**src/rtl/dmem_arb_pkg.sv**
```systemverilog
// Shared types and default limits for the data-memory arbiter.
// Optional statistics are enabled with DMEM_ARB_STATS_EN.
package dmem_arb_pkg;

  typedef enum logic [1:0] {
    ARB  = 2'd0,
    LOCK = 2'd1,
    COOL = 2'd2
  } arb_state_t;

  typedef enum logic {
    REQ_CORE = 1'b0,
    REQ_HOST = 1'b1
  } req_id_t;

  localparam int STARVE_MAX_DEF = 4;
  localparam int LOCK_MAX_DEF   = 16;

endpackage

```
**src/rtl/dmem_arb_stats.sv**
```systemverilog
// Saturating grant/conflict counters for the data-memory arbiter.
// Instantiated by dmem_arbiter only when DMEM_ARB_STATS_EN is defined.
module dmem_arb_stats
  import dmem_arb_pkg::*;
#(
  parameter int SW = 16
) (
  input  logic          clk,
  input  logic          reset,
  input  logic          core_gnt,
  input  logic          host_gnt,
  input  logic          conflict,
  output logic [SW-1:0] stat_core_cyc,
  output logic [SW-1:0] stat_host_cyc,
  output logic [SW-1:0] stat_conflict
);

  localparam logic [SW-1:0] TOP = '1;

  always_ff @(posedge clk or negedge reset) begin
    if (!reset) begin
      stat_core_cyc <= '0;
      stat_host_cyc <= '0;
      stat_conflict <= '0;
    end else begin
      if (core_gnt && stat_core_cyc != TOP)
        stat_core_cyc <= stat_core_cyc + 1'b1;
      if (host_gnt && stat_host_cyc != TOP)
        stat_host_cyc <= stat_host_cyc + 1'b1;
      if (conflict && stat_conflict != TOP)
        stat_conflict <= stat_conflict + 1'b1;
    end
  end

endmodule

```
**src/rtl/dmem_arbiter.sv**
```systemverilog
// Core/host arbiter for the single-port data memory, with starvation
// guard and bounded host lock. Stats ports under DMEM_ARB_STATS_EN.
module dmem_arbiter
  import dmem_arb_pkg::*;
#(
  parameter int AW         = 8,
  parameter int DW         = 8,
  parameter int STARVE_MAX = STARVE_MAX_DEF,
  parameter int LOCK_MAX   = LOCK_MAX_DEF,
  parameter int SW         = 16
) (
  input  logic          clk,
  input  logic          reset,
  input  logic          core_req,
  input  logic          core_we,
  input  logic [AW-1:0] core_addr,
  input  logic [DW-1:0] core_wdata,
  output logic          core_gnt,
  output logic          core_stall,
  input  logic          host_req,
  input  logic          host_we,
  input  logic          host_lock,
  input  logic [AW-1:0] host_addr,
  input  logic [DW-1:0] host_wdata,
  output logic          host_gnt,
  output logic [DW-1:0] rdata,
  output logic          mem_we,
  output logic [AW-1:0] mem_addr,
  output logic [DW-1:0] mem_wdata,
  input  logic [DW-1:0] mem_rdata
`ifdef DMEM_ARB_STATS_EN
  ,
  output logic [SW-1:0] stat_core_cyc,
  output logic [SW-1:0] stat_host_cyc,
  output logic [SW-1:0] stat_conflict
`endif
);

  localparam int SCW = $clog2(STARVE_MAX + 1);
  localparam int LCW = $clog2(LOCK_MAX);
  localparam logic [SCW-1:0] STARVE_TOP = SCW'(STARVE_MAX);
  localparam logic [LCW-1:0] LOCK_LAST  = LCW'(LOCK_MAX - 1);

  arb_state_t     state, state_nxt;
  logic [SCW-1:0] starve_cnt, starve_nxt;
  logic [LCW-1:0] lock_cnt, lock_nxt;
  logic           conflict;
  logic           host_first;
  req_id_t        owner;

  assign conflict = core_req & host_req;

  always_comb begin
    host_first = 1'b0;
    unique case (state)
      ARB:     host_first = (starve_cnt == STARVE_TOP);
      LOCK:    host_first = host_lock;
      default: host_first = 1'b0;
    endcase
  end

  always_comb begin
    owner = REQ_CORE;
    unique case (1'b1)
      conflict:
        owner = host_first ? REQ_HOST : REQ_CORE;
      host_req & ~core_req:
        owner = REQ_HOST;
      default:
        owner = REQ_CORE;
    endcase
  end

  assign host_gnt   = host_req & (owner == REQ_HOST);
  assign core_gnt   = core_req & (owner == REQ_CORE);
  assign core_stall = core_req & ~core_gnt;

  assign mem_we    = (core_gnt & core_we) | (host_gnt & host_we);
  assign mem_addr  = host_gnt ? host_addr : core_addr;
  assign mem_wdata = host_gnt ? host_wdata : core_wdata;
  assign rdata     = mem_rdata;

  // Any LOCK cycle without a locked host grant falls back to ARB.
  always_comb begin
    state_nxt = ARB;
    lock_nxt  = '0;
    unique case (state)
      ARB: begin
        if (host_gnt & host_lock) begin
          state_nxt = LOCK;
          lock_nxt  = LCW'(1);
        end
      end
      LOCK: begin
        if (host_gnt & host_lock) begin
          if (lock_cnt == LOCK_LAST) begin
            state_nxt = COOL;
          end else begin
            state_nxt = LOCK;
            lock_nxt  = lock_cnt + 1'b1;
          end
        end
      end
      default: begin
        state_nxt = ARB;
      end
    endcase
  end

  always_comb begin
    starve_nxt = starve_cnt;
    unique case (1'b1)
      host_gnt:
        starve_nxt = '0;
      host_req & ~host_gnt & (starve_cnt != STARVE_TOP):
        starve_nxt = starve_cnt + 1'b1;
      default:
        starve_nxt = starve_cnt;
    endcase
  end

  always_ff @(posedge clk or negedge reset) begin
    if (!reset) begin
      state      <= ARB;
      starve_cnt <= '0;
      lock_cnt   <= '0;
    end else begin
      state      <= state_nxt;
      starve_cnt <= starve_nxt;
      lock_cnt   <= lock_nxt;
    end
  end

`ifdef DMEM_ARB_STATS_EN
  dmem_arb_stats #(
    .SW(SW)
  ) u_stats (
    .clk          (clk),
    .reset        (reset),
    .core_gnt     (core_gnt),
    .host_gnt     (host_gnt),
    .conflict     (conflict),
    .stat_core_cyc(stat_core_cyc),
    .stat_host_cyc(stat_host_cyc),
    .stat_conflict(stat_conflict)
  );
`endif

endmodule

```
**config.mk**
```make
export PLATFORM = sky130hd
export DESIGN_NAME = dmem_arbiter
export DESIGN_NICKNAME = d
export VERILOG_FILES = /design/src/rtl/dmem_arb_pkg.sv /design/src/rtl/dmem_arb_stats.sv /design/src/rtl/dmem_arbiter.sv
export SDC_FILE = /design/constraint.sdc
export NUM_CORES = 1
export LEC_CHECK = 0
export BUFFER_PORTS_ARGS = -buffer_cell sky130_fd_sc_hd__buf_2
export CAP_MARGIN = 20
export CORE_AREA = 5 5 52 54
export DETAILED_ROUTE_END_ITERATION = 6
export DIE_AREA = 0 0 57 59
export PLACE_DENSITY_LB_ADDON = 0.2
export REMOVE_ABC_BUFFERS = 1
export SYNTH_ARGS = -nofsm -noshare
export SYNTH_HDL_FRONTEND = slang
export SYNTH_SLANG_ARGS = --single-unit
```
**constraint.sdc**
```tcl
create_clock -name clk -period 3.4 [get_ports clk]
set_input_delay 0.34 -clock clk [delete_from_list [all_inputs] [get_ports clk]]
set_output_delay 0.34 -clock clk [all_outputs]
set_load 0.05 [all_outputs]
```
# After elaboration in Yosys (flattened, before gate mapping)

Index checks and enable logic that the tools add are counted.

Bits in registers: 9
Output and inout bits: 28

Add/subtract/negate cells: 2
Eq/ne operators: 4
Muxes and demuxes: 14
Bitwise logic cells: 15
Reductions and logical operators: 2

Operators with widths:

| kind                                                                  | count |
|---|---|
| 8-bit two-way mux                                                     | 2 |
| 1-bit bitwise AND                                                     | 10 |
| 4-bit two-way mux                                                     | 2 |
| 4-bit case mux with 2 select lines                                    | 1 |
| 3-bit case mux with 2 select lines                                    | 1 |
| 4-bit by 1-bit adder with 4-bit output, second input constant         | 1 |
| 4-bit equality test, second input constant                            | 1 |
| 2-bit two-way mux                                                     | 2 |
| 1-bit NOT                                                             | 4 |
| 1-bit case mux with 2 select lines                                    | 2 |
| 2-bit case mux with 2 select lines                                    | 1 |
| 3-bit by 1-bit adder with 3-bit output, second input constant         | 1 |
| 3-bit equality test, second input constant                            | 1 |
| 1-bit two-way mux                                                     | 3 |
| 3-bit inequality test, second input constant                          | 1 |
| 2-bit by 1-bit equality test with 1-bit output, second input constant | 1 |
| 2-bit zero test                                                       | 1 |
| 2-bit nonzero test                                                    | 1 |
| 1-bit OR                                                              | 1 |

# Depth between registers and ports, before layout

Gate-level depths: netlist of the first run.

Depth after elaboration: 9
Depth in mapped cells: 6

# Worst setup path after synthesis of the first run

Ideal clock, no wire load.

Kind: reg2out
From: register starve_cnt[0]
To: output port core_gnt
Arrival time: 1,722 ps
Data required time: 3,060 ps
Slack: 1,338 ps
Cell stages (with the launch flop): 7
Path buffers: 1
Cell sequence: dfrtp_1 -> inv_1 -> ha_1 -> nand3b_1 -> a31oi_4 -> buf_6 -> nor2_1

Word-level cells in the longest chain between the ends: 6

RTL lines:

| element                            | line                | text |
|---|---|---|
| from (decl)                        | dmem_arbiter.sv:45  | `logic [SCW-1:0] starve_cnt, starve_nxt;` |
| from (signal assigned)             | dmem_arbiter.sv:129 | `starve_cnt <= starve_nxt;` |
| 3-bit equality test                | dmem_arbiter.sv:56  | `ARB: host_first = (starve_cnt == STARVE_TOP);` |
| 1-bit case mux with 2 select lines | dmem_arbiter.sv:55  | `unique case (state)` |
| 1-bit two-way mux                  | dmem_arbiter.sv:66  | `owner = host_first ? REQ_HOST : REQ_CORE;` |
| 1-bit case mux with 2 select lines | dmem_arbiter.sv:64  | `unique case (1'b1)` |
| 1-bit NOT                          | dmem_arbiter.sv:75  | `assign core_gnt = core_req & (owner == REQ_CORE);` |
| 1-bit bitwise AND                  | dmem_arbiter.sv:75  |  |
| to (decl)                          | dmem_arbiter.sv:18  | `output logic core_gnt,` |

Every way passes these cells.

# Final worst setup path of the first run

From: register starve_cnt[0]
To: output port mem_addr[3]

Word-level cells in the longest chain between the ends: 6

RTL lines:

| element                            | line               | text |
|---|---|---|
| 3-bit equality test                | dmem_arbiter.sv:56 |  |
| 1-bit case mux with 2 select lines | dmem_arbiter.sv:55 |  |
| 1-bit two-way mux                  | dmem_arbiter.sv:66 |  |
| 1-bit case mux with 2 select lines | dmem_arbiter.sv:64 |  |
| 1-bit bitwise AND                  | dmem_arbiter.sv:74 | `assign host_gnt = host_req & (owner == REQ_HOST);` |
| 8-bit two-way mux                  | dmem_arbiter.sv:79 | `assign mem_addr = host_gnt ? host_addr : core_addr;` |
| to (decl)                          | dmem_arbiter.sv:28 | `output logic [AW-1:0] mem_addr,` |

Every way passes these cells.

==> results of run 1 <==
critical path, stage by stage, from the launching register on:
cell and delay [ps]:
dfrtp_1 400, inv_1 90, ha_1 210, nand3b_1 160, a31oi_4 580, mux2_2 400, buf_2 210
worst max-delay path by stage:
stage / to / startpoint / slack, ps
after global routing: mem_addr[2] / starve_cnt[0] / 600
after CTS: mem_addr[3] / starve_cnt[0] / 720
after global placement: mem_addr[6] / starve_cnt[0] / 1080
final: mem_addr[3] / starve_cnt[0] / 760
after detailed placement: mem_addr[3] / starve_cnt[0] / 1020
after floorplan: mem_addr[0] / starve_cnt[0] / 1060
power breakdown:
group,total (mW),switching (mW),internal (mW)
logic,0.227,0.147,0.0801
clock network,0.0820,0.0369,0.0452
registers,0.137,0.0155,0.121
sequential cells by signal (all words and copies together) (netlist names):
register	count
state	2
lock_cnt	4
starve_cnt	3
area by class of cell:
cell class | count | area (um2)
fill | 230 | 1080
timing repair buffer | 59 | 300
tap | 28 | 35.0
sequential | 9 | 225
inverter | 4 | 15.0
multi-input combinational | 59 | 487
clock buffer | 4 | 26.3
stage by stage:
stage | instances | hold WS [ps] | utilization (%) | instance area (um2) | setup slack [ps]
after global placement | 158 | 201 | 48.5 | 1050 | 1080
final | 163 | 429 | 50.2 | 1090 | 761
after CTS | 163 | 427 | 50.2 | 1090 | 725
after floorplan | 72 | 44.4 | - | 727 | 1060
after detailed placement | 158 | 206 | 48.5 | 1050 | 1020
after global routing | 163 | 460 | 50.2 | 1090 | 600
cells by family after synthesis:
family          share of synthesized area, %
buf+inv                                 12.1
xor+xnor                                1.08
mux                                     22.3
fa+ha+maj                               4.64
simple gates                            15.0
compound gates                          17.2
flops                                   27.8
timing repair:
action | 4_1_cts | 5_1_grt
hold buffers | 1 | 0
endpoints found under the hold margin | 9 | 0
endpoints found under the setup margin | 0 | 0
metal layers:
| metal | share of wire, % | wire (um) |
|---|---|---|
| met1 | 36 | 760 |
| met2 | 50 | 1070 |
| met3 | 13 | 284 |
| met4 | 0.42 | 9 |
| met5 | 0 | 0 |
layout by cell type (no fill, tap or decap), drive strengths merged, types with 2 or more instances in the layout:
cell    synthesis  final
buf            10     58
mux2           16     16
dfrtp           9      9
inv             4      4
nand2           4      4
nor2            4      4
clkbuf          0      4
and2            3      3
nor2b           3      3
o31ai           3      3
o21ai           3      3
ha              3      3
nand3           2      2
nand3b          2      2
nand4           2      2
a31oi           2      2
==> impl_results.md, run 1 <==
* H-Tree Depth at 1
* CP endpoint kind: output port
* Global route hottest layer: met2
* Met2 Use GR at 23.3%
* Final net count at 186
* Ranking of synthesized cells by area: dfrtp_1 28%, mux2_2 22%, buf_4 7.4%
* ANT nets after route at 0
* Largest net degree at the start of global routing at 23
* Die area at 3360 um2
* Final Cycle Share at 77.6%
* Startpoint types: flop
* Post-Syn Area at 810 um2
* Total gr overflow at 0
* Post-CTS setup repair buffer count at 0
* Row count at 17
* Crit path arrival time at 2300 ps
* Startpoint of the worst hold path: host_lock
* Share of the synthesized area in the top cell type at 27.8%
* Maximum clock path buffer count at 2
* Buffers added on ports at 58
* Netlist cell types at 29
* Avg WL per Cell at 13.0 um
* Worst slew pin tran at 638 ps
* CTS root buffer: clkbuf_4
* Cell taking the most area after synthesis: dfrtp_1
* Post-detail-place hpwl at 1840 um
* Global-route wire length before repair at 3520 um
* Setup Skew at 5.46 ps
* FF-to-FF Start: starve_cnt[0]
* Vias per inst at 4.88
* Number of flops mapped to enable cells by yosys at 0
* Hold Path Sink: state[0]
* Fmax at 379 MHz
* Die width at 57 um
* CP max FO at 22
* Yosys warning count at 0
* CTS Sinks at 9
* DIE HEIGHT at 59 um
* Placer Congestion at 0.759
* Status: finished, final reports clean
* Post-Syn Instances at 82
* LEAKAGE at 0.555 nW
* Max-slew violation count at 0
* Final Critical Period at 2640 ps
* M1 GR Usage at 13.5%
* Pwr Density at 409 nW/um2
* Post-Route WL at 2130 um
* Core Box Area at 2170 um2
* Yosys reg bits at 9
* Total Power at 446 uW
* Fin. Hold Viols at 0
* Initial Util at 37.3%
* Vias in the first global route at 834
* Initial antenna violation count at 0
* R2R cell count at 5
* CTS tree: done
* Remaining DRCs at 0
* RSZ-0062 raised after global routing: no
* Layout area overhead at 34.5%
* GRT Overall Usage at 13.2%
* Main synth FF type: dfrtp_1
* Async set-reset flop share out of synthesis at 100%
* Count leader, synth: mux2_2
* Skew-Pair Late Insertion Delay at 260 ps
* Worst R2R Setup Slack at 1610 ps
* HP Class: input port to flop
* Post-CTS Resized at 0
* VDD IR max at 0.184 mV
* Syn Area/Cell at 9.87 um2
* Worst-path clk slew at 60 ps
* Synth cell count leaders: 16 x mux2_2, 9 x dfrtp_1, 8 x buf_4
* DRT Pass-1 Iters at 4
* Global Route met3 Usage at 6.97%
* Setup_tns at 0 ps
* Drt initial violations at 14
* Final setup viols at 0
* Via count at 795
* Share of cells above drive strength 1 at 59.3%
* Hold path depth at 3
* Max cap viols at 0
* Kind of critical path: flop to output port
* Total CTS buffers at 3
* Worst Path Required at 3060 ps
* IO Count at 75
* Worst flop-to-flop path endpoint: starve_cnt[1]
* Sequential fraction of the synthesis area at 27.8%
* Slew HR at 57.5%
* ANT cells at 0
(Power assumes the default switching activity.)
==> inputs of run 2 (changes only) <==
Settings changed: ABC_AREA set to 1, CORE_AREA 5 5 52 54 to 5 5 53 55, DIE_AREA 0 0 57 59 to 0 0 58 60.
Clock period 3.4 ns to 2.7 ns, I/O delays scaled along.
==> run 2 against run 1 <==
Compared with the run above:
- combinational power up 12%
- via count increased by 11%
- routed wire length decreased by 1.7%
- sequential power grew 16%
- cell area fell by 2.8%
- clock-buffer cell count is the same
- global-route usage shrank 1.3 points
- critical path type unchanged
- largest cell class unchanged
- largest power group unchanged
==> impl_results.md, run 2 <==
* Multi-input logic area at 430 um2
* Hold path depth at 3
* Largest Register: lock_cnt
* Max reg flops at 4
* Status: finished, final reports clean
* Worst flop-to-flop path endpoint: starve_cnt[2]
* Max cap viols at 0
* Net switching power figure at 238 uW
* FF+latch area at 225 um2
* Yosys warning count at 0
* Share of cells above drive strength 1 at 39.8%
* Die area at 3480 um2
* Fin cells at 201
* Fin. Hold Viols at 0
* Avg WL per Cell at 10.4 um
* Setup_tns at 0 ps
* Vias per inst at 4.39
* ANT cells at 0
* HP Class: input port to flop
* GRT Overall Usage at 11.9%
* Ranking of synthesized cells by area: nand2_1 30%, dfrtp_1 29%, buf_4 9.6%
* Post-Place Worst Slack at 794 ps
* Global-route wire length before repair at 3300 um
* Post-Syn Instances at 119
* Initial Util at 33.5%
* Final setup viols at 0
* Netlist cell types at 20
* Setup Skew at 5.73 ps
* Fillcell total at 263
* Max-slew violation count at 0
* Remaining DRCs at 0
* CTS tree: done
* Initial antenna violation count at 0
* CP endpoint kind: output port
* Number of flops mapped to enable cells by yosys at 0
* Drt initial violations at 39
* Placed cell count at 196
* Largest net degree at the start of global routing at 25
* Syn Area/Cell at 6.59 um2
* Count leader, synth: nand2_1
* Post-Syn Area at 785 um2
* Sw Share at 46.2%
* Most frequent cells in the layout: 62 x nand2_1, 58 x buf_2, 9 x dfrtp_1
* Die width at 58 um
* Post-Route WL at 2090 um
* Most common cell after layout, fill and taps aside: nand2_1
* Layout area overhead at 34.9%
* Post-Layout Inst Area at 1060 um2
* Fmax at 463 MHz
* Core Box Area at 2340 um2
* Share of the synthesized area in the top cell type at 29.7%
* Buffers added on ports at 58
* Seq pwr share at 31.0%
* Total Power at 514 uW
* Placed cell area at 1020 um2
* Total CTS buffers at 3
* Post-detail-place hpwl at 1750 um
* Maximum clock path buffer count at 2
* Kind of critical path: flop to output port
* Largest regs: lock_cnt (4), starve_cnt (3), state (2)
* DRT Pass-1 Iters at 3
* Async set-reset flop share out of synthesis at 100%
* DIE HEIGHT at 60 um
* Row count at 18
* Main synth FF type: dfrtp_1
* Yosys reg bits at 9
* R2R cell count at 9
* H-Tree Depth at 1
* Startpoint of the worst hold path: host_lock
* Final Cycle Share at 80.0%
* Final net count at 222
* Placer Congestion at 0.808
* Worst slew pin tran at 276 ps
* Slew HR at 81.6%
* ANT nets after route at 0
* Cell taking the most area after synthesis: nand2_1
* Pint at 277 uW
* Via count at 883
* Vias in the first global route at 823
* FF-to-FF Start: starve_cnt[0]
* Worst Path Required at 2430 ps
* Post-CTS setup repair buffer count at 0
* Synth cell count leaders: 62 x nand2_1, 10 x buf_4, 9 x dfrtp_1
* VDD IR max at 0.336 mV
* Total gr overflow at 0
* Pwr Density at 486 nW/um2
* Sequential fraction of the synthesis area at 28.7%
* CP max FO at 24
* Skew-Pair Late Insertion Delay at 260 ps
* Post-CTS Resized at 0
* CTS root buffer: clkbuf_4
* Hold Path Sink: state[0]
* Startpoint types: flop
* Clock power frac at 19.7%
* Gate power share at 49.3%
* Worst-path clk slew at 60 ps
* LEAKAGE at 0.671 nW
* IO Count at 75
* Crit path arrival time at 1890 ps
* Worst R2R Setup Slack at 1310 ps
* Worst setup margin at 539 ps
* RSZ-0062 raised after global routing: no
* CTS Sinks at 9
* Final Critical Period at 2160 ps
run 2: power by group through the flow:
stage	Combinational, mW	Clock, mW	Sequential (mW)
global route	0.279	0.116	0.161
detailed placement	0.256	0	0.162
global placement	0.252	0	0.161
CTS	0.257	0.106	0.159
finish	0.254	0.101	0.159
floorplan	0.184	0	0.159
run 2: area by class of cell:
type / count / area share (%)
clock buffer: 4 / 2.48
inverter: 9 / 3.66
multi-input combinational: 90 / 40.7
sequential: 9 / 21.3
tap: 30 / 3.55
timing repair buffer: 59 / 28.4
run 2: critical path, cell delays in order (launching register included):
cell     delay, ps
dfrtp_1        390
inv_1           80
ha_1           140
nand2_1         70
inv_2           60
nand2_2         60
nand3_4         80
nand2_4        180
inv_6          180
nand2_1         70
nand2_1         60
buf_2          260
run 2: worst max path at each step:
stage,start,to
floorplan,starve_cnt[0],core_gnt
global placement,starve_cnt[0],mem_addr[0]
detailed placement,starve_cnt[0],mem_addr[6]
CTS,starve_cnt[0],mem_addr[6]
global route,starve_cnt[0],mem_addr[1]
finish,starve_cnt[0],mem_addr[6]
run 2: repair_timing:
item / 4_1_cts / 5_1_grt
hold buffers: 1 / 0
hold endpoints to repair: 9 / 0
setup endpoints to repair: 0 / 0
run 2: layer usage:
| metal | track usage [%] | vias to the layer above | part of all wire [%] |
|---|---|---|---|
| li1 | - | 460 | - |
| met1 | 13.3 | 387 | 37 |
| met2 | 20.5 | 36 | 53 |
| met3 | 6.70 | 0 | 10 |
| met4 | 1.32 | 0 | 0 |
| met5 | 0 | - | 0 |
run 2: cells by family after synthesis:
logic type	after synthesis	share of synthesized area [%]
compound gates	2	1.27
xor+xnor	3	3.35
fa+ha+maj	3	4.79
buf+inv	20	16.4
flops	9	28.7
simple gates	82	45.5
run 2: stage by stage:
| step | util, % | hold WS (ps) |
|---|---|---|
| detailed placement | 43.6 | 131 |
| global placement | 43.6 | 133 |
| global route | 45.2 | 327 |
| finish | 45.2 | 311 |
| floorplan | - | -25.6 |
| CTS | 45.2 | 310 |
